$ cat config.mk
export PLATFORM = sky130hd
export DESIGN_NAME = ps2_mouse_tracker
export DESIGN_NICKNAME = d
export VERILOG_FILES = /design/src/rtl/ps2_mouse_tracker.sv
export SDC_FILE = /design/constraint.sdc
export NUM_CORES = 1
export LEC_CHECK = 0
export ABC_AREA = 1
export CORE_UTILIZATION = 55
export CTS_BUF_LIST = sky130_fd_sc_hd__clkbuf_4
export DETAILED_ROUTE_END_ITERATION = 10
export GPL_TIMING_DRIVEN = 0
export PLACE_DENSITY_LB_ADDON = 0.15
export SLEW_MARGIN = 10
export SYNTH_ARGS = -nofsm -noshare
export SYNTH_HDL_FRONTEND = slang
export SYNTH_SLANG_ARGS = --single-unit
$ cat constraint.sdc
create_clock -name clk -period 2.73 [get_ports clk]
set_input_delay 0.546 -clock clk [delete_from_list [all_inputs] [get_ports clk]]
set_output_delay 0.546 -clock clk [all_outputs]
set_load 0.02 [all_outputs]
$ cat src/rtl/ps2_mouse_tracker.sv
// PS/2 mouse receiver: conditions the raw lines, decodes frames, assembles packets and
// accumulates a clamped absolute position. Define PS2_WHEEL_EN for 4-byte IntelliMouse packets.
module ps2_mouse_tracker #(
    parameter int X_MAX          = 1023,
    parameter int Y_MAX          = 767,
    parameter int X_INIT         = 512,
    parameter int Y_INIT         = 384,
    parameter int FILTER_LEN     = 8,
    parameter int TIMEOUT_CYCLES = 6500
) (
    input  logic        clk,
    input  logic        rst,
    input  logic        ps2_clk,
    input  logic        ps2_data,
    output logic [11:0] xpos,
    output logic [11:0] ypos,
    output logic        left_mouse,
    output logic        right_mouse,
    output logic        middle_mouse,
    output logic        packet_valid,
`ifdef PS2_WHEEL_EN
    output logic        frame_err,
    output logic [3:0]  wheel_delta
`else
    output logic        frame_err
`endif
);

    localparam int FCW = $clog2(FILTER_LEN + 1);
    localparam int TW  = $clog2(TIMEOUT_CYCLES + 1);
    localparam logic [13:0] X_MAX_W = 14'(X_MAX);
    localparam logic [13:0] Y_MAX_W = 14'(Y_MAX);

    typedef enum logic [1:0] {
        ST_IDLE   = 2'd0,
        ST_DATA   = 2'd1,
        ST_PARITY = 2'd2,
        ST_STOP   = 2'd3
    } state_t;

    // 1 when the data byte plus its parity bit carry an odd number of ones
    function automatic logic odd_parity9(input logic [7:0] d, input logic p);
        return ^{d, p};
    endfunction

    logic [1:0]     clk_sync_r;
    logic [1:0]     data_sync_r;
    logic [FCW-1:0] filt_cnt_r;
    logic           filt_r;
    logic           filt_d_r;
    logic           clk_s;
    logic           data_s;
    logic           strobe_s;
    logic [TW-1:0]  timer_r;
    logic           timeout_s;
    state_t         state_r;
    state_t         state_nxt_s;
    logic [2:0]     bit_cnt_r;
    logic [7:0]     shift_r;
    logic           parity_r;
    logic           stop_s;
    logic           byte_ok_s;
    logic           byte_err_s;
    logic [1:0]     byte_idx_r;
    logic [6:0]     hdr_r;      // {y_ovf, x_ovf, y_sign, x_sign, M, R, L}
    logic [7:0]     dx_byte_r;
    logic [7:0]     dy_byte_r;
    logic           pkt_ready_r;
    logic [13:0]    dx_s;
    logic [13:0]    dy_s;
    logic [13:0]    x_sum_s;
    logic [13:0]    y_sum_s;
    logic [11:0]    x_new_s;
    logic [11:0]    y_new_s;
    logic [11:0]    xpos_r;
    logic [11:0]    ypos_r;
    logic [2:0]     btn_r;
    logic           packet_valid_r;
    logic           frame_err_r;
`ifdef PS2_WHEEL_EN
    logic [3:0]     wheel_byte_r;
    logic [3:0]     wheel_delta_r;
`endif

    assign clk_s    = clk_sync_r[1];
    assign data_s   = data_sync_r[1];
    assign strobe_s = filt_d_r & ~filt_r;

    // two-flop synchronisers; idle bus level is high
    always_ff @(posedge clk or negedge rst) begin
        if (!rst) begin
            clk_sync_r  <= 2'b11;
            data_sync_r <= 2'b11;
        end else begin
            clk_sync_r  <= {clk_sync_r[0], ps2_clk};
            data_sync_r <= {data_sync_r[0], ps2_data};
        end
    end

    // glitch filter: a new clock level is accepted after FILTER_LEN consecutive samples
    always_ff @(posedge clk or negedge rst) begin
        if (!rst) begin
            filt_cnt_r <= '0;
            filt_r     <= 1'b1;
            filt_d_r   <= 1'b1;
        end else begin
            filt_d_r <= filt_r;
            if (clk_s == filt_r) begin
                filt_cnt_r <= '0;
            end else if (filt_cnt_r == FCW'(FILTER_LEN - 1)) begin
                filt_r     <= clk_s;
                filt_cnt_r <= '0;
            end else begin
                filt_cnt_r <= filt_cnt_r + FCW'(1);
            end
        end
    end

    // idle timer since the last strobe, saturating at the timeout value
    always_ff @(posedge clk or negedge rst) begin
        if (!rst) begin
            timer_r <= '0;
        end else if (strobe_s) begin
            timer_r <= '0;
        end else if (timer_r != TW'(TIMEOUT_CYCLES)) begin
            timer_r <= timer_r + TW'(1);
        end else begin
            timer_r <= timer_r;
        end
    end

    // fires once, in the cycle the timer reaches its limit
    assign timeout_s = !strobe_s && (timer_r == TW'(TIMEOUT_CYCLES - 1));

    // frame state register
    always_ff @(posedge clk or negedge rst) begin
        if (!rst) begin
            state_r <= ST_IDLE;
        end else begin
            state_r <= state_nxt_s;
        end
    end

    // frame next-state logic, advanced only on the sample strobe
    always_comb begin
        state_nxt_s = state_r;
        if (timeout_s) begin
            state_nxt_s = ST_IDLE;
        end else if (strobe_s) begin
            case (state_r)
                ST_IDLE: begin
                    if (!data_s) begin
                        state_nxt_s = ST_DATA;
                    end else begin
                        state_nxt_s = ST_IDLE;
                    end
                end
                ST_DATA: begin
                    if (bit_cnt_r == 3'd7) begin
                        state_nxt_s = ST_PARITY;
                    end else begin
                        state_nxt_s = ST_DATA;
                    end
                end
                ST_PARITY: state_nxt_s = ST_STOP;
                ST_STOP:   state_nxt_s = ST_IDLE;
                default:   state_nxt_s = ST_IDLE;
            endcase
        end else begin
            state_nxt_s = state_r;
        end
    end

    // bit shifter, LSB first, plus parity capture
    always_ff @(posedge clk or negedge rst) begin
        if (!rst) begin
            bit_cnt_r <= 3'd0;
            shift_r   <= 8'd0;
            parity_r  <= 1'b0;
        end else if (strobe_s) begin
            case (state_r)
                ST_IDLE:   bit_cnt_r <= 3'd0;
                ST_DATA: begin
                    shift_r   <= {data_s, shift_r[7:1]};
                    bit_cnt_r <= bit_cnt_r + 3'd1;
                end
                ST_PARITY: parity_r <= data_s;
                default:   bit_cnt_r <= bit_cnt_r;
            endcase
        end else begin
            bit_cnt_r <= bit_cnt_r;
        end
    end

    assign stop_s     = strobe_s && (state_r == ST_STOP);
    assign byte_ok_s  = stop_s && data_s && odd_parity9(shift_r, parity_r);
    assign byte_err_s = stop_s && !(data_s && odd_parity9(shift_r, parity_r));

    // packet assembly; a header without bit3 set is dropped to regain alignment
    always_ff @(posedge clk or negedge rst) begin
        if (!rst) begin
            byte_idx_r  <= 2'd0;
            hdr_r       <= 7'd0;
            dx_byte_r   <= 8'd0;
            dy_byte_r   <= 8'd0;
            pkt_ready_r <= 1'b0;
`ifdef PS2_WHEEL_EN
            wheel_byte_r <= 4'd0;
`endif
        end else begin
            pkt_ready_r <= 1'b0;
            if (byte_err_s || timeout_s) begin
                byte_idx_r <= 2'd0;
            end else if (byte_ok_s) begin
                case (byte_idx_r)
                    2'd0: begin
                        if (shift_r[3]) begin
                            hdr_r      <= {shift_r[7:4], shift_r[2:0]};
                            byte_idx_r <= 2'd1;
                        end else begin
                            byte_idx_r <= 2'd0;
                        end
                    end
                    2'd1: begin
                        dx_byte_r  <= shift_r;
                        byte_idx_r <= 2'd2;
                    end
                    2'd2: begin
                        dy_byte_r <= shift_r;
`ifdef PS2_WHEEL_EN
                        byte_idx_r <= 2'd3;
`else
                        byte_idx_r  <= 2'd0;
                        pkt_ready_r <= 1'b1;
`endif
                    end
                    default: begin
`ifdef PS2_WHEEL_EN
                        wheel_byte_r <= shift_r[3:0];
                        pkt_ready_r  <= 1'b1;
`endif
                        byte_idx_r <= 2'd0;
                    end
                endcase
            end else begin
                byte_idx_r <= byte_idx_r;
            end
        end
    end

    // 9-bit deltas sign-extended to 14 bits; an overflowed axis contributes nothing
    assign dx_s    = hdr_r[5] ? 14'd0 : {{6{hdr_r[3]}}, dx_byte_r};
    assign dy_s    = hdr_r[6] ? 14'd0 : {{6{hdr_r[4]}}, dy_byte_r};
    assign x_sum_s = {2'b00, xpos_r} + dx_s;
    assign y_sum_s = {2'b00, ypos_r} - dy_s;

    // clamp both axes to the visible range
    always_comb begin
        x_new_s = x_sum_s[11:0];
        y_new_s = y_sum_s[11:0];
        if (x_sum_s[13]) begin
            x_new_s = 12'd0;
        end else if (x_sum_s > X_MAX_W) begin
            x_new_s = X_MAX_W[11:0];
        end else begin
            x_new_s = x_sum_s[11:0];
        end
        if (y_sum_s[13]) begin
            y_new_s = 12'd0;
        end else if (y_sum_s > Y_MAX_W) begin
            y_new_s = Y_MAX_W[11:0];
        end else begin
            y_new_s = y_sum_s[11:0];
        end
    end

    // registered outputs and status pulses
    always_ff @(posedge clk or negedge rst) begin
        if (!rst) begin
            xpos_r         <= 12'(X_INIT);
            ypos_r         <= 12'(Y_INIT);
            btn_r          <= 3'd0;
            packet_valid_r <= 1'b0;
            frame_err_r    <= 1'b0;
`ifdef PS2_WHEEL_EN
            wheel_delta_r  <= 4'd0;
`endif
        end else begin
            packet_valid_r <= pkt_ready_r;
            frame_err_r    <= byte_err_s || (timeout_s && (state_r != ST_IDLE));
            if (pkt_ready_r) begin
                xpos_r <= x_new_s;
                ypos_r <= y_new_s;
                btn_r  <= hdr_r[2:0];
`ifdef PS2_WHEEL_EN
                wheel_delta_r <= wheel_byte_r;
`endif
            end else begin
                xpos_r <= xpos_r;
            end
        end
    end

    assign xpos         = xpos_r;
    assign ypos         = ypos_r;
    assign left_mouse   = btn_r[0];
    assign right_mouse  = btn_r[1];
    assign middle_mouse = btn_r[2];
    assign packet_valid = packet_valid_r;
    assign frame_err    = frame_err_r;
`ifdef PS2_WHEEL_EN
    assign wheel_delta  = wheel_delta_r;
`endif

endmodule

==> reports/metrics.csv, run 1 <==
stage;metric;value;unit
routing;first_pass_iters;5;
grt;grt_pass1_wl;21120;µm
clocking;cts_buffer_depth;2;
critical_path;crit_top_cell;nand3_1;
yosys;avgSynthCellArea;7.563;µm²
power_and_ir_drop;p_per_area;636.6;nW/µm²
hold_path;hold_path_class;input pin to async pin;
floorplan;die_x;104.1;µm
critical_path;timing.critical_path.buf_inv;1;
grt;gr-usage-all-layers;24.02;%
clocking;root_buffer;clkbuf_4;
yosys;synth_edf_count;0;
power_and_ir_drop;p_comb_share;36.5;%
clocking;clock-sinks;92;
grt;grt_pass1_vias;4623;
power_and_ir_drop;power.switching;1.593;mW
yosys;synth_top_area_cell;dfrtp_1;
job;drv_cap;0;
routing;drt_first_iter_violations;238;
grt;grt_max_degree;48;
yosys;synth_top_flop_cell;dfrtp_1;
routing;vias_per_cell;5.249;
grt;grt.met3_usage;3.509;%
sta;finalSetupViolations;0;
place;gp_congestion;0.8985;
final_layout;syn_to_final_growth;12.33;%
yosys;ys_seq_area_share;40.35;%
routing;ant_nets;0;
place;post-place-ws;13.36;ps
final_layout;fin_nets;838;
floorplan;io_pins;33;
outcome;status;finished, final reports clean;
grt;use_met2;40.29;%
power_and_ir_drop;power.share.clock;21.0;%
power_and_ir_drop;p_leak;3.552;nW
clocking;hold_buffers;0;
critical_path;crit_path_end_kind;flop;
critical_path;path_class;flop to flop;
sta;fmaxAchievable;0.4021;GHz
routing;drc;0;
place;port-buffer-count;32;
critical_path;path_delay_family;simple AND/OR/NAND/NOR gates;
yosys;yosys_register_bits;92;
critical_path;crit_chain;buf_4 > nor2_1 > ha_1 > fa_1 > nand3_1 > nand3_1 > nand3_1 > nand2_1 > nand3b_1 > nand3_1 > nand2_2 > nand3_2 > nand2_1 > nand2_1;
grt;grt_overflow;0;
place;hpwl;9306;µm
routing;wl_per_cell;13.25;µm
yosys;yosysWarningCount;0;
clocking;tritoncts;yes;
floorplan;die_height;104.1;µm
clocking;htree_levels;3;
critical_path;slowest_delay;430;ps
sta;hold_viol;0;
final_layout;antennaDiodeCount;0;
clocking;cts_buffers;9;
final_layout;drive_above_1_share;9.901;%
clocking;clkTransAtPathRegs;150;ps
yosys;synth.area.top_cells;dfrtp_1 (36%), nand2_1 (18%), inv_1 (6.4%);
power_and_ir_drop;swShare;38.86;%
critical_path;start_kind;flop;
sta;rsz0062_at_grt;false;
routing;num_vias;4939;
floorplan;coreArea;9955;µm²
sta;fin_hold_ws;107.5;ps
grt;grtUsageMet1;32.97;%
grt;antenna_found_initial;0;
sta;maxSlewViolCount;0;
yosys;synth_nets;793;
routing;wl;12470;µm
sta;worst_slew_pin_slew;639.7;ps
power_and_ir_drop;ir_drop;0.6982;mV
power_and_ir_drop;power_frac_seq;42.6;%
sta;clock-skew-final;20.05;ps
critical_path;crit_fanout;10;
yosys;syn_inst;758;
grt;top_usage_layer;met2;
sta;layout_setup_ws;243.2;ps
critical_path;cp.required;3060;ps
sta;finalWorstPathRequiredPeriod;2487;ps
sta;maxSlewHeadroom;57.35;%
clocking;clk_latency;430;ps
final_layout;fin_util;64.69;%
floorplan;num_rows;36;
power_and_ir_drop;p_int;2.507;mW
yosys;synth_top_area_share;36.23;%
critical_path;critPathSlowestCell;fa_1;
floorplan;fp.dieArea;10840;µm²
yosys;async_flop_share;100.0;%
yosys;netlist_area;5733;µm²
yosys;synth_cell_types;41;
sta;period_share;91.09;%
final_layout;fillers;888;
critical_path;worstPathArrival;2820;ps
floorplan;initial_utilization;57.59;%
==> worst paths after layout <==
| kind | start | end | slack, ps | depth (start not counted) |
|---|---|---|---|---|
| min | rst | ypos[10]$_DFFE_PN0P_ | 110 | 1 |
| max | hdr_r[5]$_DFFE_PN0P_ | xpos[4]$_DFFE_PN0P_ | 240 | 14 |
| max reg2reg | hdr_r[5]$_DFFE_PN0P_ | xpos[4]$_DFFE_PN0P_ | 240 | 14 |
| min in group clk | data_sync_r[0]$_DFF_PN1_ | data_sync_r[1]$_DFF_PN1_ | 370 | 0 |
| min reg2reg | data_sync_r[0]$_DFF_PN1_ | data_sync_r[1]$_DFF_PN1_ | 370 | 0 |
| max in group asynchronous | rst | data_sync_r[1]$_DFF_PN1_ | 1900 | 2 |
==> registers in the layout, summed over array words and instances (netlist names), 2 cells and up <==
name / cells
bit_cnt_r: 3
state_r: 2
shift_r: 8
dx_byte_r: 8
hdr_r: 7
data_sync_r: 2
clk_sync_r: 2
ypos: 12
filt_cnt_r: 4
xpos: 12
timer_r: 13
btn_r: 3
dy_byte_r: 8
byte_idx_r: 2
==> cell families after synthesis <==
kind of cell               share of synthesized area [%]
xor gates and xnor gates                           3.514
muxes                                             0.1964
DFF                                                40.35
and+or+nand+nor                                    36.29
adders and majority gates                          7.028
buffers and inverters                              8.228
AOI/OAI and AO/OA                                  4.387
==> stage by stage <==
step	total power [mW]	TNS, ps	cell area [µm²]	cells
2_1_floorplan	2.955	0	5733	758
3_3_place_gp	3.188	-192260	6220	923
3_5_place_dp	3.269	0	6245	924
4_1_cts	4.123	0	6412	940
5_1_grt	4.334	0	6440	941
6_report	4.100	0	6440	941
==> power groups by stage <==
| stage | combinational (mW) | sequential (mW) | clock, mW |
|---|---|---|---|
| 3_5_place_dp | 1.51 | 1.76 | 0 |
| 4_1_cts | 1.51 | 1.74 | 0.877 |
| 5_1_grt | 1.65 | 1.76 | 0.924 |
| 6_report | 1.50 | 1.75 | 0.859 |
| 3_3_place_gp | 1.43 | 1.76 | 0 |
| 2_1_floorplan | 1.26 | 1.70 | 0 |
==> cells in the mapped netlist, types with 2 or more instances <==
library cell,number
nor3_2,2
clkbuf_1,5
buf_2,2
dfstp_2,9
o21ai_0,13
nand4_1,41
xor2_1,8
nand2_1,272
nor3_1,9
a21oi_1,24
nor2_1,37
nand2_2,5
ha_1,29
nand3_4,3
nor2_2,6
o21ai_1,6
inv_1,97
fa_1,2
inv_2,10
nand3_1,45
nor4_1,3
dfrtp_1,83
buf_8,2
nand3b_1,3
xnor2_1,15
nor2_4,2
nand3_2,11
==> layout by cell type, fill, tap and decap left out, drive strengths merged <==
cell type,n
dfrtp,83
clkdlybuf4s50,31
or2,1
nor3,11
nor2,46
bufinv,2
o21bai,1
o21ai,19
nand2,279
clkbuf,15
xnor2,15
nand3b,3
a21oi,24
clkinvlp,2
buf,8
fa,2
nand4,41
nor4,4
mux2,1
xor2,8
dfstp,9
and2,1
o211ai,1
nand3,59
ha,29
a41oi,1
clkinv,2
o22ai,1
a31oi,1
inv,108
==> repair_timing <==
action | CTS | global route
endpoints found under the setup margin | 4 | 10
endpoints found under the hold margin | 0 | 0
pin swaps | 0 | 1
buffers inserted | 0 | 1
gates resized for setup | 1 | 3
==> layout make-up <==
type | instances | area (µm²) | area share [%]
tap | 133 | 166.4 | 2.584
timing repair buffer | 34 | 365.4 | 5.673
clock inverter | 6 | 87.58 | 1.360
clock buffer | 10 | 75.07 | 1.166
sequential | 92 | 2313 | 35.92
buffer | 10 | 66.31 | 1.030
multi-input combinational | 548 | 2960 | 45.97
inverter | 108 | 405.4 | 6.295
==> per-layer routing <==
metal / vias to the layer above / wire (µm)
li1: 2525 / -
met1: 2304 / 5981
met2: 104 / 5892
met3: 6 / 520
met4: 0 / 74
met5: - / 0
(Power assumes the default switching activity.)
==> run 2, diff against run 1 <==
--- a/config.mk
+++ b/config.mk
@@ -6,6 +6,7 @@
 export NUM_CORES = 1
 export LEC_CHECK = 0
 export ABC_AREA = 1
+export CAP_MARGIN = 20
 export CORE_UTILIZATION = 55
 export CTS_BUF_LIST = sky130_fd_sc_hd__clkbuf_4
 export DETAILED_ROUTE_END_ITERATION = 10
==> results of run 2 <==
Final layout, timing and power as in run 1 (identical DEF).
